===== config.mk =====
export PLATFORM = sky130hd
export DESIGN_NAME = serial_adder
export DESIGN_NICKNAME = d
export VERILOG_FILES = /design/src/rtl/serial_adder.sv
export SDC_FILE = /design/constraint.sdc
export NUM_CORES = 1
export LEC_CHECK = 0
export BUFFER_PORTS_ARGS = -buffer_cell sky130_fd_sc_hd__clkbuf_2
export CAP_MARGIN = 20
export CORE_MARGIN = 1.5
export CORE_UTILIZATION = 25
export DETAILED_ROUTE_END_ITERATION = 8
export HOLD_SLACK_MARGIN = 0.08
export REMOVE_ABC_BUFFERS = 1
export SLEW_MARGIN = 20
export SYNTH_ARGS = -nofsm -noshare
export SYNTH_HDL_FRONTEND = slang
export SYNTH_SLANG_ARGS = --single-unit

===== constraint.sdc =====
create_clock -name clk -period 1.2 [get_ports clk]
set_input_delay 0.24 -clock clk [delete_from_list [all_inputs] [get_ports clk]]
set_output_delay 0.24 -clock clk [all_outputs]
set_load 0.005 [all_outputs]

===== src/rtl/serial_adder.sv =====
// Bit-serial adder: one full-adder cell reused LSB first with a registered carry,
// framed by a start/busy/done handshake. Result is {cout, sum} = a + b + cin.
module serial_adder #(
  parameter int WIDTH = 8
) (
  input  logic             clk,
  input  logic             rst_n,
  input  logic             start,
  input  logic [WIDTH-1:0] a,
  input  logic [WIDTH-1:0] b,
  input  logic             cin,
  output logic             busy,
  output logic             done,
  output logic [WIDTH-1:0] sum,
  output logic             cout,
  output logic             ovf
);

  localparam int CW = $clog2(WIDTH) + 1;

  localparam logic [1:0] IDLE = 2'd0;
  localparam logic [1:0] RUN  = 2'd1;
  localparam logic [1:0] DONE = 2'd2;

  logic [1:0]       state_q, state_d;
  logic [WIDTH-1:0] aSh_q, aSh_d;
  logic [WIDTH-1:0] bSh_q, bSh_d;
  logic [WIDTH-1:0] psum_q, psum_d;
  logic             carry_q, carry_d;
  logic [CW-1:0]    count_q, count_d;
  logic [WIDTH-1:0] sum_q, sum_d;
  logic             cout_q, cout_d;
  logic             ovf_q, ovf_d;

  logic bitSum;
  logic carryOut;
  logic lastBit;

  assign bitSum   = aSh_q[0] ^ bSh_q[0] ^ carry_q;
  assign carryOut = (aSh_q[0] & bSh_q[0]) | (aSh_q[0] & carry_q) | (bSh_q[0] & carry_q);
  assign lastBit  = (count_q == CW'(WIDTH - 1));

  // On the last bit, carry_q is the carry into the MSB, so overflow falls out directly.
  always_comb begin
    state_d = state_q;
    aSh_d   = aSh_q;
    bSh_d   = bSh_q;
    psum_d  = psum_q;
    carry_d = carry_q;
    count_d = count_q;
    sum_d   = sum_q;
    cout_d  = cout_q;
    ovf_d   = ovf_q;
    case (state_q)
      IDLE: begin
        if (start) begin
          aSh_d   = a;
          bSh_d   = b;
          carry_d = cin;
          count_d = '0;
          psum_d  = '0;
          state_d = RUN;
        end
      end
      RUN: begin
        aSh_d   = aSh_q >> 1;
        bSh_d   = bSh_q >> 1;
        psum_d  = {bitSum, psum_q[WIDTH-1:1]};
        carry_d = carryOut;
        count_d = count_q + CW'(1);
        if (lastBit) begin
          sum_d   = {bitSum, psum_q[WIDTH-1:1]};
          cout_d  = carryOut;
          ovf_d   = carry_q ^ carryOut;
          state_d = DONE;
        end
      end
      DONE: state_d = IDLE;
      default: state_d = IDLE;
    endcase
  end

  always_ff @(posedge clk) begin
    if (!rst_n) begin
      state_q <= IDLE;
      aSh_q   <= '0;
      bSh_q   <= '0;
      psum_q  <= '0;
      carry_q <= 1'b0;
      count_q <= '0;
      sum_q   <= '0;
      cout_q  <= 1'b0;
      ovf_q   <= 1'b0;
    end else begin
      state_q <= state_d;
      aSh_q   <= aSh_d;
      bSh_q   <= bSh_d;
      psum_q  <= psum_d;
      carry_q <= carry_d;
      count_q <= count_d;
      sum_q   <= sum_d;
      cout_q  <= cout_d;
      ovf_q   <= ovf_d;
    end
  end

  assign busy = (state_q == RUN);
  assign done = (state_q == DONE);
  assign sum  = sum_q;
  assign cout = cout_q;
  assign ovf  = ovf_q;

endmodule


# After elaboration in Yosys (flattened, before gate mapping)
# Cells that the tools add are included.
# word_totals
in_bits,20
wordCells,41
regBits,41
# classes
n_mux,13
addsub,1
n_eq_ne,5
reduce_logical,5
bitwise_logic,8
# ops
op,n
$pmux 8 s2,3
$mux 8,3
$pmux 4 s2,1
$reduce_and 2->1,3
$add 4x1->4 const B,1
$eq 4x3->1 const B,1
$mux 2,2
$mux 4,1
$pmux 2 s2,1
$and 1x1->1,3
$xor 1x1->1,3
$eq 2x1->1 const B,1
$eq 2x2->1 const B,1
$logic_not 2->1,1
$ne 2x1->1 const B,1
$ne 2x2->1 const B,1
$or 1x1->1,2
$pmux 1 s2,1
$reduce_bool 2->1,1
$mux 1,1

# Longest topological paths before layout
# logic_depth
ltp_word,4
depth_mapped,6
ltp_nobuf,4

# Worst setup path before layout
# OpenSTA, ideal clock, no wires.
# synth_timing
path_type,register to register
startpoint,register count_q[0]
endpoint,"register ovf_q, in the netlist ovf"
path_stages_with_launch,6
slack_ps,-15
arrival_time_ps,1143
path_cell_list,dfxtp_1 -> ha_1 -> nand2_1 -> nor3_2 -> buf_4 -> mux2i_1
# synth_between
elab_chain_cells,2
# synth_rtl
element,line,rtl
from (decl),30,"logic [CW-1:0] count_q, count_d;"
from (signal assigned),100,count_q <= count_d;
$eq 4x3->1,41,assign lastBit = (count_q == CW'(WIDTH - 1));
$reduce_and 2->1 (no source line),-,
to (signal assigned),103,ovf_q <= ovf_d;
to (decl),33,"logic ovf_q, ovf_d;"
# No other way between the ends.
# A chain may end at the register's enable or synchronous reset.

# Final worst setup path
# layout_timing
startpoint,register state_q[1]
endpoint,output busy
# layout_between
elab_chain_cells,1
# layout_rtl
element,line,rtl
from (decl),25,"logic [1:0] state_q, state_d;"
from (signal assigned),95,state_q <= state_d;
$eq 2x1->1,107,assign busy = (state_q == RUN);
to (decl),12,"output logic busy,"
# No other way between the ends.

==> results_tabular.tex <==
\begin{tabular}{lr}
\hline
Metric & Value \\
\hline
\multicolumn{2}{l}{\textbf{Timing}} \\
\quad Final critical-path setup slack & -0.1011 ns \\
\quad Fmax & 768.6 MHz \\
\quad Endpoints failing setup & 29 \\
\quad Max-slew headroom at the worst pin & 82.68\% \\
\quad Post-layout min period & 1.301 ns \\
\quad RSZ-0062 raised after global routing & yes \\
\quad Hold Fails Final Rpt & 0 \\
\quad Transition time of the tightest slew-check pin & 0.2584 ns \\
\quad Period Utilization, post-route & 108.4\% \\
\quad Worst setup skew after layout & 0.006030 ns \\
\quad Post-Route Hold Slack & 0.2073 ns \\
\quad Slew Viols, Final & 0 \\
\multicolumn{2}{l}{\textbf{Synthesis}} \\
\quad Sequential-to-total area share from yosys stat & 46.14\% \\
\quad Total of warnings raised by yosys & 0 \\
\quad Syn Inst Count & 183 \\
\quad Share of synthesized area spent on multiplexers & 5.768\% \\
\quad Seq cells post-synth & 40 \\
\quad FFs w/ async S/R, synth & 0\% \\
\quad Primary flip-flop cell chosen by synthesis mapping & sky130\_fd\_sc\_hd\_\_dfxtp\_1 \\
\quad Xor and xnor fraction of the mapped netlist area & 0.5047\% \\
\quad Area share of the largest cell type after synthesis & 46.14\% \\
\quad Adder-cell area share of the yosys netlist & 1.875\% \\
\quad EDFF count, synth & 0 \\
\quad Main combinational cell family by area after synthesis & compound AO/OA/AOI/OAI gates \\
\quad Count leader, synth & sky130\_fd\_sc\_hd\_\_dfxtp\_1 \\
\quad Cell type with the highest aggregate area in the netlist & sky130\_fd\_sc\_hd\_\_dfxtp\_1 \\
\quad Number of unique standard cell types used by synthesis & 33 \\
\quad Simple-Gate Fraction of Synth Area & 16.08\% \\
\quad Post-Syn Area & 1735 µm² \\
\quad Mean area per synthesized cell & 9.483 µm² \\
\quad Top post-synthesis cells by area & sky130\_fd\_sc\_hd\_\_dfxtp\_1 (46\%), sky130\_fd\_sc\_hd\_\_o221a\_2 (6.5\%), sky130\_fd\_sc\_hd\_\_mux2i\_1 (5.8\%) \\
\quad Commonest cells in the synthesized netlist & sky130\_fd\_sc\_hd\_\_dfxtp\_1 (40), sky130\_fd\_sc\_hd\_\_nand2\_1 (23), sky130\_fd\_sc\_hd\_\_nor2\_1 (15) \\
\quad Fraction of the mapped netlist area in compound gates & 24.01\% \\
\multicolumn{2}{l}{\textbf{Global route}} \\
\quad Tot GR Track Use & 11.85\% \\
\quad Global-route wire length before repair & 6975 µm \\
\quad Initial antenna violation count & 0 \\
\quad Met2 capacity usage during global routing & 19.54\% \\
\quad Grt met1 use & 14.42\% \\
\quad Maximum number of pins on one net before global-route repair & 52 \\
\quad Number of global-route vias before repair & 1,516 \\
\quad Layer with the highest usage after global routing & met2 \\
\quad Leftover overflow at the end of global routing & 0 \\
\quad Met3 layer usage reported by global route & 3.048\% \\
\multicolumn{2}{l}{\textbf{Routing}} \\
\quad Number of DRC violations after detailed-routing iteration 0 & 97 \\
\quad Wire length reported by the detailed router & 4225 µm \\
\quad First drt pass iteration count & 4 \\
\quad Routed vias & 1,511 \\
\quad Vias per inst & 4.722 \\
\quad Number of remaining DRC errors & 0 \\
\quad Antenna-violating nets left & 0 \\
\quad Average wire per cell in the routed design & 13.20 µm \\
\multicolumn{2}{l}{\textbf{Power}} \\
\quad Worst voltage drop across the vdd grid & 669.8 µV \\
\quad Pwr/cell area & 1185 nW/µm² \\
\quad Reported leakage power & 0.001030 µW \\
\quad Total power of the final layout & 3014 µW \\
\multicolumn{2}{l}{\textbf{Min path}} \\
\quad Classification of the worst-slack hold path & in2reg \\
\multicolumn{2}{l}{\textbf{Floorplanning}} \\
\quad Number of ports placed on the die boundary & 32 \\
\quad Die Height & 86.32 µm \\
\quad Site Rows & 30 \\
\quad Starting density of the core & 25.69\% \\
\quad Die span in x & 86.32 µm \\
\quad Die Outline Area & 7450 µm² \\
\quad Core region area & 6756 µm² \\
\multicolumn{2}{l}{\textbf{Clock network}} \\
\quad Root Driver & sky130\_fd\_sc\_hd\_\_clkbuf\_8 \\
\quad Count of hold buffers inserted by post-cts repair & 0 \\
\quad Maximum count of clock buffers along a single path & 2 \\
\quad Clock transition at path regs & 0.08 ns \\
\quad Clock Latency Late Sink & 0.29 ns \\
\quad Clock buffer count from CTS & 5 \\
\quad TritonCTS clock tree & built \\
\quad Sink Count & 40 \\
\quad H-Tree Level Count & 2 \\
\multicolumn{2}{l}{\textbf{Place}} \\
\quad Cell count after placement & 302 \\
\quad Count of input and output buffers & 31 \\
\quad RD Place Congestion & 0.7573 \\
\quad Area after detailed placement & 2117 µm² \\
\quad Total half-perimeter wirelength after legalization and detailed placement & 2663 µm \\
\quad Placement Setup Slack & -0.06059 ns \\
\multicolumn{2}{l}{\textbf{Critical path}} \\
\quad Kind of critical path & reg2out \\
\quad Req. time, crit path & 0.96 ns \\
\quad Cell-by-cell trace of the critical path & nand2b\_4, inv\_4, buf\_6, clkbuf\_2 \\
\quad Critical path launch point type & flip-flop \\
\quad Crit. End Element & primary output \\
\quad Largest incremental delay on the critical path & 0.37 ns \\
\quad Maximum fanout along the worst path & 3 \\
\quad WP data arrival & 1.06 ns \\
\quad Standard cell with the maximum stage delay on the critical path & sky130\_fd\_sc\_hd\_\_dfxtp\_2 \\
\multicolumn{2}{l}{\textbf{Layout}} \\
\quad Number of antenna repair diodes & 0 \\
\quad Total number of nets in the final design & 261 \\
\quad Area growth from synthesis to final layout & 46.58\% \\
\quad Post-route standard cell area excluding fillers & 2544 µm² \\
\quad Cell Count, Final, Fillers Out & 320 \\
\quad Layout cells sized above 1 & 46.25\% \\
\multicolumn{2}{l}{\textbf{Run status}} \\
\quad Failing checks & negative setup slack \\
\quad Run status & complete, but fails checks \\
\multicolumn{2}{l}{\textbf{Run}} \\
\quad Max-cap violation count & 0 \\
\hline
\end{tabular}
state kept, by name, summed over array words and instances, names as in the netlist:
register,count
cout,1
sum,8
bSh_q,8
count_q,4
state_q,2
ovf,1
carry_q,1
psum_q,7
aSh_q,8
logic make-up after synthesis:
kind of cell / after synthesis
AOI/OAI and AO/OA: 51
xor gates and xnor gates: 1
adders and majority gates: 2
buffers and inverters: 20
DFF: 40
muxes: 10
and+or+nand+nor: 59
path summary, 6_finish.rpt:
kind | from | end | slack [ns] | cells after the start
min | a[7] | aSh_q[7]$_SDFFE_PN0P_ | 0.21 | 3
max | state_q[1]$_SDFFE_PN0P_ | busy | -0.10 | 4
min reg2reg | sum[5]$_SDFFE_PN0P_ | sum[5]$_SDFFE_PN0P_ | 0.46 | 2
max reg2reg | state_q[0]$_SDFFE_PN0P_ | aSh_q[0]$_SDFFE_PN0P_ | -0.06 | 4
what timing repair did:
action / CTS / global route
pin swaps: 4 / 4
buffers inserted: 5 / 4
endpoints found under the hold margin: 0 / 0
gates resized for setup: 25 / 31
cloned: 0 / 1
setup endpoints to repair: 23 / 40
stage by stage:
stage / util, % / setup TNS (ns)
after floorplan: - / -12.74
after global placement: 31.33 / -0.008720
after detailed placement: 31.33 / -0.4236
after CTS: 34.98 / -0.6590
after global routing: 37.65 / -2.892
final: 37.65 / -0.8288
layout by cell type, fill, tap and decap left out, types with 3 or more instances in the layout:
cell type | Yosys | routed
sky130_fd_sc_hd__clkbuf_2 | 0 | 31
sky130_fd_sc_hd__o221a_4 | 0 | 10
sky130_fd_sc_hd__dfxtp_1 | 40 | 37
sky130_fd_sc_hd__clkbuf_8 | 0 | 5
sky130_fd_sc_hd__nand3_1 | 3 | 3
sky130_fd_sc_hd__mux2i_1 | 10 | 10
sky130_fd_sc_hd__o21ai_1 | 0 | 4
sky130_fd_sc_hd__a2bb2oi_1 | 10 | 10
sky130_fd_sc_hd__nor2_2 | 0 | 4
sky130_fd_sc_hd__buf_6 | 1 | 10
sky130_fd_sc_hd__nand2_1 | 23 | 22
sky130_fd_sc_hd__buf_4 | 2 | 21
sky130_fd_sc_hd__o2bb2ai_1 | 4 | 4
sky130_fd_sc_hd__a21oi_1 | 6 | 6
sky130_fd_sc_hd__nor2_1 | 15 | 11
sky130_fd_sc_hd__a22oi_2 | 0 | 10
sky130_fd_sc_hd__clkinvlp_4 | 0 | 3
sky130_fd_sc_hd__nor2b_1 | 10 | 10
critical path, delay by kind of cell, from the launching register on:
family        cells  cell delay, ns
buf+inv           3            0.25
flops             1            0.37
simple gates      1            0.16
power by group:
group          switching, µW  total [µW]  internal, µW
Clock                    472        1090           615
Sequential              49.6        1440          1390
Combinational            216         490           275
area by class of cell:
class                   instances  area [µm²]
repair buffers                 65       480.5
multi-input cells             123        1020
inverters                       3       17.52
well taps                      80       100.1
fillers                       682        4213
clock inverters                 3       42.54
repair inverters                1       7.507
clock buffers                   5       68.82
flip-flops and latches         40       807.0
routing by layer:
layer	wire, µm	vias to the layer above
li1	-	770
met1	1984	711
met2	2021	23
met3	131	7
met4	87	0
met5	0	-
No activity file was read; power rests on OpenSTA's default activity.
